[src/rtl/dmem_arb_pkg.sv]
// Shared types and constants for the data-memory arbiter: state encoding, access sizes and the
// idle memory-port request driven when nobody holds the grant.
package dmem_arb_pkg;

    typedef enum logic [0:0] {
        ST_CORE = 1'b0,
        ST_HOST = 1'b1
    } arb_state_e;

    localparam logic [1:0] SZ_BYTE = 2'b00;
    localparam logic [1:0] SZ_HALF = 2'b01;
    localparam logic [1:0] SZ_WORD = 2'b11;

    typedef struct packed {
        logic        wr;
        logic [31:0] addr;
        logic [31:0] wdata;
        logic [1:0]  size;
    } mem_req_t;

    localparam logic [31:0] IDLE_ADDR  = 32'h0000_0000;
    localparam logic [31:0] IDLE_WDATA = 32'h0000_0000;
    localparam logic [1:0]  IDLE_SIZE  = SZ_WORD;

    localparam mem_req_t MEM_IDLE = '{
        wr:    1'b0,
        addr:  IDLE_ADDR,
        wdata: IDLE_WDATA,
        size:  IDLE_SIZE
    };

    function automatic mem_req_t pack_req(input logic        wr,
                                          input logic [31:0] addr,
                                          input logic [31:0] wdata,
                                          input logic [1:0]  size);
        mem_req_t r;
        r.wr    = wr;
        r.addr  = addr;
        r.wdata = wdata;
        r.size  = size;
        return r;
    endfunction

endpackage

[src/rtl/arb_sat_counter.sv]
// Saturating up-counter with synchronous clear; holds at Limit until cleared.
module arb_sat_counter #(
    parameter int unsigned Width = 4,
    parameter int unsigned Limit = 15
) (
    input  logic             clk_i,
    input  logic             reset_i,
    input  logic             clr_i,
    input  logic             inc_i,
    output logic [Width-1:0] cnt_o
);

    localparam logic [Width-1:0] LimitW = Width'(Limit);

    logic [Width-1:0] cnt_q, cnt_d;

    always_comb begin
        cnt_d = cnt_q;
        if (clr_i) begin
            cnt_d = '0;
        end else if (inc_i && (cnt_q != LimitW)) begin
            cnt_d = cnt_q + 1'b1;
        end
    end

    always_ff @(posedge clk_i) begin
        if (reset_i) begin
            cnt_q <= '0;
        end else begin
            cnt_q <= cnt_d;
        end
    end

    assign cnt_o = cnt_q;

endmodule

[src/rtl/dmem_arbiter.sv]
// Core/host arbiter for the single data-memory port: core priority, starvation-forced host grant,
// locked host bursts. Define DMEM_ARB_STATS_EN to add stall/beat statistics counters.
module dmem_arbiter
    import dmem_arb_pkg::*;
#(
    parameter int unsigned STARVE_MAX = 4,
    parameter int unsigned BURST_MAX  = 8
) (
    input  logic        clk_i,
    input  logic        reset_i,
    input  logic        core_req_i,
    input  logic        core_wr_i,
    input  logic [31:0] core_addr_i,
    input  logic [31:0] core_wdata_i,
    input  logic [1:0]  core_size_i,
    output logic        core_stall_o,
    output logic [31:0] core_rdata_o,
    input  logic        host_req_i,
    input  logic        host_lock_i,
    input  logic        host_wr_i,
    input  logic [31:0] host_addr_i,
    input  logic [31:0] host_wdata_i,
    input  logic [1:0]  host_size_i,
    output logic        host_gnt_o,
    output logic [31:0] host_rdata_o,
    output logic [31:0] mem_addr_o,
    output logic [31:0] mem_wdata_o,
    output logic        mem_wr_o,
    output logic [1:0]  mem_size_o,
    input  logic [31:0] mem_rdata_i
`ifdef DMEM_ARB_STATS_EN
    ,
    output logic [31:0] stat_core_stalls_o,
    output logic [31:0] stat_host_beats_o
`endif
);

    if (STARVE_MAX < 1 || STARVE_MAX > 15) begin : g_bad_starve
        $error("STARVE_MAX out of range 1..15");
    end
    if (BURST_MAX < 1 || BURST_MAX > 255) begin : g_bad_burst
        $error("BURST_MAX out of range 1..255");
    end

    localparam logic [3:0] StarveLim = 4'(STARVE_MAX);
    localparam logic [7:0] BurstLast = 8'(BURST_MAX - 1);
    localparam bit         BurstEn   = (BURST_MAX > 1);

    arb_state_e state_q, state_d;
    logic [3:0] starve_cnt;
    logic [7:0] burst_cnt;
    logic       starve_sat;
    logic       burst_last;
    logic       gnt_core;
    logic       gnt_host;
    mem_req_t   sel_req;

    assign starve_sat = (starve_cnt == StarveLim);
    assign burst_last = (burst_cnt == BurstLast);

    // Grants are combinational and used in the same cycle; nothing is granted during reset.
    always_comb begin
        gnt_core = 1'b0;
        gnt_host = 1'b0;
        if (!reset_i) begin
            unique case (state_q)
                ST_CORE: begin
                    if (core_req_i && !starve_sat) begin
                        gnt_core = 1'b1;
                    end else if (host_req_i) begin
                        gnt_host = 1'b1;
                    end
                end
                ST_HOST: begin
                    if (host_req_i) begin
                        gnt_host = 1'b1;
                    end else if (core_req_i) begin
                        gnt_core = 1'b1;
                    end
                end
                default: ;
            endcase
        end
    end

    always_comb begin
        state_d = state_q;
        unique case (state_q)
            ST_CORE: begin
                if (gnt_host && host_lock_i && BurstEn) begin
                    state_d = ST_HOST;
                end
            end
            ST_HOST: begin
                if (!host_req_i || !host_lock_i || (gnt_host && burst_last)) begin
                    state_d = ST_CORE;
                end
            end
            default: state_d = ST_CORE;
        endcase
    end

    always_ff @(posedge clk_i) begin
        if (reset_i) begin
            state_q <= ST_CORE;
        end else begin
            state_q <= state_d;
        end
    end

    arb_sat_counter #(
        .Width (4),
        .Limit (STARVE_MAX)
    ) u_starve_cnt (
        .clk_i   (clk_i),
        .reset_i (reset_i),
        .clr_i   (gnt_host | ~host_req_i),
        .inc_i   (host_req_i & ~gnt_host),
        .cnt_o   (starve_cnt)
    );

    // Held at zero outside a burst so every entry into ST_HOST starts from beat 0.
    arb_sat_counter #(
        .Width (8),
        .Limit (255)
    ) u_burst_cnt (
        .clk_i   (clk_i),
        .reset_i (reset_i),
        .clr_i   (state_q == ST_CORE),
        .inc_i   ((state_q == ST_HOST) & gnt_host),
        .cnt_o   (burst_cnt)
    );

    always_comb begin
        sel_req = MEM_IDLE;
        if (gnt_core) begin
            sel_req = pack_req(core_wr_i, core_addr_i, core_wdata_i, core_size_i);
        end else if (gnt_host) begin
            sel_req = pack_req(host_wr_i, host_addr_i, host_wdata_i, host_size_i);
        end
    end

    assign mem_wr_o    = sel_req.wr;
    assign mem_addr_o  = sel_req.addr;
    assign mem_wdata_o = sel_req.wdata;
    assign mem_size_o  = sel_req.size;

    assign core_stall_o = core_req_i & ~gnt_core;
    assign host_gnt_o   = gnt_host;
    assign core_rdata_o = (gnt_core && !core_wr_i) ? mem_rdata_i : 32'h0;
    assign host_rdata_o = (gnt_host && !host_wr_i) ? mem_rdata_i : 32'h0;

`ifdef DMEM_ARB_STATS_EN
    logic [31:0] stat_core_stalls_q;
    logic [31:0] stat_host_beats_q;

    always_ff @(posedge clk_i) begin
        if (reset_i) begin
            stat_core_stalls_q <= 32'h0;
            stat_host_beats_q  <= 32'h0;
        end else begin
            if (core_stall_o) begin
                stat_core_stalls_q <= stat_core_stalls_q + 32'd1;
            end
            if (gnt_host) begin
                stat_host_beats_q <= stat_host_beats_q + 32'd1;
            end
        end
    end

    assign stat_core_stalls_o = stat_core_stalls_q;
    assign stat_host_beats_o  = stat_host_beats_q;
`endif

endmodule

[config.mk]
export PLATFORM = sky130hd
export DESIGN_NAME = dmem_arbiter
export DESIGN_NICKNAME = d
export VERILOG_FILES = /design/src/rtl/dmem_arb_pkg.sv /design/src/rtl/arb_sat_counter.sv /design/src/rtl/dmem_arbiter.sv
export SDC_FILE = /design/constraint.sdc
export NUM_CORES = 1
export LEC_CHECK = 0
export BUFFER_PORTS_ARGS = -buffer_cell sky130_fd_sc_hd__buf_2
export CAP_MARGIN = 15
export CORE_AREA = 2 2 116 118
export CTS_CLUSTER_DIAMETER = 60
export DETAILED_ROUTE_END_ITERATION = 7
export DIE_AREA = 0 0 118 120
export PLACE_DENSITY_LB_ADDON = 0.3
export SLEW_MARGIN = 20
export SYNTH_ARGS = -nofsm -noshare
export SYNTH_HDL_FRONTEND = slang
export SYNTH_HIERARCHICAL = 1
export SYNTH_SLANG_ARGS = --single-unit
[constraint.sdc]
create_clock -name clk_i -period 1.78 [get_ports clk_i]
set_clock_uncertainty 0.1 [all_clocks]
set_input_delay 0.356 -clock clk_i [delete_from_list [all_inputs] [get_ports clk_i]]
set_output_delay 0.356 -clock clk_i [all_outputs]
set_load 0.1 [all_outputs]
=== After elaboration in Yosys (flattened, before gate mapping) ===
Index checks and enable logic that the tools add are counted.
Widths: inputs -> output; s select.

* Output and inout bits: 133
* Register bits after elaboration: 13
* Bits of input ports: 171
* Word-level logic and storage cells: 49

* Reductions and logical operators: 16
* Equal/unequal tests: 4
* Bitwise logic cells: 8
* Add/sub/neg operators: 2
* Multiplexer cells: 16

{| class="wikitable"
|+ Operator list
! cell !! number
|-
| $mux 67 || 2
|-
| $mux 32 || 2
|-
| $mux 1 || 9
|-
| $add 8x1->8 const B || 1
|-
| $eq 8x3->1 const B || 1
|-
| $ne 8x8->1 const B || 1
|-
| $logic_and 1x1->1 || 7
|-
| $pmux 1 s2 || 3
|-
| $logic_not 1->1 || 5
|-
| $add 4x1->4 const B || 1
|-
| $eq 4x3->1 const B || 1
|-
| $ne 4x3->1 const B || 1
|-
| $not 1->1 || 4
|-
| $reduce_or 2->1 || 2
|-
| $and 1x1->1 || 3
|-
| $logic_or 1x1->1 || 2
|-
| $or 1x1->1 || 1
|}

=== Depth between registers and ports, before layout ===
* Depth after elaboration: 10
* Gate-level depth with buffers: 6
* Mapped depth without buffers: 6

=== Modules after synthesis ===
Netlist, hierarchy kept.

{| class="wikitable"
|+ By module, submodules not included
! module !! instances !! cells each !! area each (um^2) !! seq. area each (um^2)
|-
| dmem_arbiter || 1 || 325 || 2038.2 || 20.0
|-
| arb_sat_counter at u_burst_cnt || 1 || 47 || 435.4 || 160.2
|-
| arb_sat_counter at u_starve_cnt || 1 || 26 || 221.5 || 80.1
|}

=== Least setup slack after synthesis ===
No wires, ideal clock.

* Path kind: input port to output port
* From: in core_req_i
* To: out mem_addr_o[0]
* Path slack: -1962 ps
* Required time: 1324 ps
* Stages: 5
* Data arrival time: 3286 ps
* Cells stage by stage: nor2b_1 -> a2bb2oi_1 -> buf_4 -> buf_2 -> o32ai_1

* Longest elaborated chain between the ends: 6
* Elaborated cells on any way between the ends: 11
* Those cells by class: 10 x mux; 1 x reduce/logical

{| class="wikitable"
|+ Ends and longest elaborated chain
! what !! line !! text
|-
| from (decl) || dmem_arbiter.sv:11 || <nowiki>input logic core_req_i,</nowiki>
|-
| $logic_and 1x1->1 || dmem_arbiter.sv:68 || <nowiki>if (core_req_i && !starve_sat) begin</nowiki>
|-
| $mux 1 || dmem_arbiter.sv:68 ||
|-
| $pmux 1 s2 || dmem_arbiter.sv:66 || <nowiki>unique case (state_q)</nowiki>
|-
| $mux 1 || dmem_arbiter.sv:65 || <nowiki>if (!reset_i) begin</nowiki>
|-
| $mux 67 || dmem_arbiter.sv:138 || <nowiki>end else if (gnt_host) begin</nowiki>
|-
| $mux 67 * || dmem_arbiter.sv:136 || <nowiki>if (gnt_core) begin</nowiki>
|-
| to (decl) || dmem_arbiter.sv:26 || <nowiki>output logic [31:0] mem_addr_o,</nowiki>
|}

Mark *: on every way between the ends. The rest lies on a longest branch, timed or not.

=== Worst setup path after layout ===
* From: reg u_starve_cnt.cnt_q[3] (netlist: u_starve_cnt/cnt_o[3])
* To: out host_rdata_o[20]

* Longest elaborated chain between the ends: 8

{| class="wikitable"
|+ Ends and longest elaborated chain
! what !! line !! text
|-
| from (decl) || arb_sat_counter.sv:15 || <nowiki>logic [Width-1:0] cnt_q, cnt_d;</nowiki>
|-
| from (signal assigned) || arb_sat_counter.sv:30 || <nowiki>cnt_q <= cnt_d;</nowiki>
|-
| $eq 4x3->1 || dmem_arbiter.sv:58 || <nowiki>assign starve_sat = (starve_cnt == StarveLim);</nowiki>
|-
| $logic_not 1->1 || dmem_arbiter.sv:68 ||
|-
| $logic_and 1x1->1 || dmem_arbiter.sv:68 ||
|-
| $mux 1 || dmem_arbiter.sv:68 ||
|-
| $pmux 1 s2 || dmem_arbiter.sv:66 ||
|-
| $mux 1 || dmem_arbiter.sv:65 ||
|-
| $logic_and 1x1->1 || dmem_arbiter.sv:151 || <nowiki>assign host_rdata_o = (gnt_host && !host_wr_i) ? mem_rdata_i : 32'h0;</nowiki>
|-
| $mux 32 || dmem_arbiter.sv:151 ||
|-
| to (decl) || dmem_arbiter.sv:25 || <nowiki>output logic [31:0] host_rdata_o,</nowiki>
|}

Every way passes these cells.

==> flow_metrics.py <==
metrics = {
    "run_status": {
        "status": "finished, violations left",
        "failed_checks": "setup timing",
    },
    "run": {
        "maxCapViolCount": 0,
    },
    "cts": {
        "cts_root_buf": "clkbuf_16",
        "h-tree-depth": 1,
        "cts.sinks": 13,
        "clockBufferDepth": 2,
        "numCtsBuffers": 3,
        "ctsHoldBuffers": 0,
        "clk_pin_slew_ns": 0.05,
        "clk_latency_ns": 0.24,
        "tritoncts": "yes",
    },
    "logic_synthesis": {
        "synth_cell_types": 42,
        "synth_nets": 572,
        "yosys.area.top_type_share_pct": 21.12,
        "synth_top_area_cell": "o32ai_1",
        "ys_warn_count": 6,
        "ys_ff_latch": 13,
        "synth_area_um2": 2695,
        "synth.avg_cell_area_um2": 6.772,
        "synth_cells": 398,
        "synth-seq-area-share_pct": 9.656,
        "ys_top_cells_by_area": "o32ai_1 21%, nand2b_1 16%, inv_1 9.9%",
    },
    "timing": {
        "fin_hold_ws_ns": 0.2808,
        "min_period_ns": 2.574,
        "setup_violations": 137,
        "period_share_pct": 144.6,
        "tightest_slew_ns": 0.4605,
        "slew_viol_final": 0,
        "fin_ws_ns": -0.7943,
        "timing.fmax_mhz": 388.5,
        "hold_viol": 0,
        "fin_tns_setup_ns": -96.11,
        "max_slew_margin_pct": 69.30,
        "grt_setup_unrepaired": "yes",
    },
    "floorplan": {
        "core_um2": 12980,
        "io_pins": 304,
        "die-area_um2": 14160,
        "start_util_pct": 20.76,
        "fp.dieW_um": 118,
        "rows": 42,
        "die_h_um": 120,
    },
    "global_route": {
        "grt_max_degree": 69,
        "grt_usage_pct": 21.32,
        "grt_pass1_wl_mm": 24.38,
        "grt_pass1_vias": 4599,
        "grt-ovfl-total": 0,
        "grt_antenna_before_repair": 2,
    },
    "placement": {
        "postPlaceCellArea_um2": 7347,
        "place_hpwl_mm": 12.26,
        "io_buffers": 303,
        "routabilityCongestion": 0.8818,
    },
    "worst_setup_path": {
        "path_max_fanout": 32,
        "cp_slowest_cell": "or4b_4",
        "rrSetupSlack_ns": -0.25,
        "cp.arrival_ns": 2.12,
        "critPathBufInv": 3,
        "critical_path.top_delay_family": "simple AND/OR/NAND/NOR gates",
        "required_ns": 1.32,
        "crit_path_end_kind": "output pin",
        "crit_type": "flop to output pin",
        "crit_top_cell": "buf_12",
        "start_kind": "flop",
        "crit_chain": "or4b_4, buf_4, a211oi_4, buf_12, and2_4, buf_12",
        "critPathMaxStageDelay_ns": 0.56,
    },
    "final_layout": {
        "drive_gt1_share_pct": 72.78,
        "fin_util_pct": 69.00,
        "final_nets": 906,
        "area_delta_synth_final_pct": 232.3,
        "final_cell_mix": "168 x buf_2, 147 x buf_12, 70 x inv_1",
        "ff_latch_area_um2": 267.8,
        "layout_commonest_cell": "buf_2",
        "final_area_um2": 8956,
        "multi_input_area_um2": 3792,
        "fillers": 894,
    },
    "min_path": {
        "hold_class": "input port to flop",
    },
    "drt": {
        "first_pass_iters": 4,
        "routed_wl_mm": 17.46,
        "via_count": 4458,
        "drt-vias-per-instance": 4.904,
        "wl_per_cell_um": 19.20,
        "ant_nets": 0,
        "drc_errors": 0,
        "drt_iter0_drc": 157,
    },
    "power": {
        "powerDensity_nw_per_um2": 410.0,
        "leakage_uw": 0.003711,
        "p_total_uw": 3672,
        "ir_drop_mv": 0.3876,
    },
}
==> state kept, by name, indices dropped and copies added, names as in the netlist <==
| register | count |
|---|---|
| u_burst_cnt/cnt_o | 8 |
| state_q | 1 |
| u_starve_cnt/cnt_o | 4 |
==> repair_timing <==
item / CTS / global route
setup buffers: 9 / 5
setup endpoints to repair: 137 / 141
gates cloned: 1 / 2
pin swaps: 5 / 7
gates resized for setup: 228 / 146
==> synthesized netlist by cell type, drive strengths merged <==
library cell	instances
nand3	4
or4b	1
a211oi	1
o2111a	1
a2111oi	1
a31oi	1
a2bb2oi	1
clkbuf	29
and4	2
nor4	2
dfxtp	13
buf	12
a21boi	6
ha	3
o21ai	5
nand4b	1
or4	2
o32ai	65
nor2	5
nand4	3
inv	71
or3	4
nand3b	1
mux2i	4
nor2b	1
nand2	8
and3b	2
nand2b	67
nor4b	2
or2	3
o21a	2
a21oi	5
and3	3
nor3b	32
o32a	2
nor3	1
and2	32
==> power breakdown <==
part	internal, uW	switching, uW
clock	303	130
sequential	292	1.83
combinational	1170	1770
==> logic make-up after synthesis <==
kind of cell,synth area share [%]
simple gates,41.97
mux,1.486
buf+inv,16.67
compound gates,28.83
fa+ha+maj,1.393
flops,9.656
==> per-layer routing <==
| layer | part of all wire [%] | up-vias | global-route usage, % | wire length [um] |
|---|---|---|---|---|
| met5 | 0 | - | 0 | 0 |
| met4 | 2.6 | 0 | 6.476 | 448 |
| met3 | 4.4 | 34 | 3.470 | 773 |
| met2 | 59 | 182 | 42.51 | 10340 |
| met1 | 34 | 2162 | 22.67 | 5892 |
| li1 | - | 2080 | - | - |
==> final cells by class <==
type | count | share of cell area, %
Antenna cell | 2 | 0.05588
Clock buffer | 4 | 0.8801
Inverter | 71 | 2.976
Multi-Input combinational cell | 273 | 42.34
Sequential cell | 13 | 2.990
Tap cell | 176 | 2.459
Timing Repair Buffer | 370 | 48.30
==> worst reg2reg max path: stages (launching register included) <==
cell and delay, ns:
dfxtp_4 0.33, buf_4 0.13, buf_6 0.11, nor4b_4 0.32, buf_4 0.19, nor2_4 0.05, buf_6 0.12, o21a_4 0.21
o2111a_1 0.16, nor4_2 0.22
==> metrics by stage <==
stage / setup WS, ns / std cells
after floorplan: -0.4696 / 398
after global placement: -0.5931 / 889
after detailed placement: -0.6198 / 889
after CTS: -0.7917 / 903
after global routing: -0.8445 / 909
final: -0.7943 / 909
==> worst paths after layout <==
check                                              to  depth (start not counted)                   from
worst max-delay path                 host_rdata_o[20]                          6  u_starve_cnt/cnt_o[3]
worst min register to register   u_burst_cnt/cnt_o[1]                          2   u_burst_cnt/cnt_o[1]
worst max register to register  u_starve_cnt/cnt_o[2]                          9  u_starve_cnt/cnt_o[3]
worst min-delay path                          state_q                          2            host_lock_i
(Power assumes the default switching activity.)
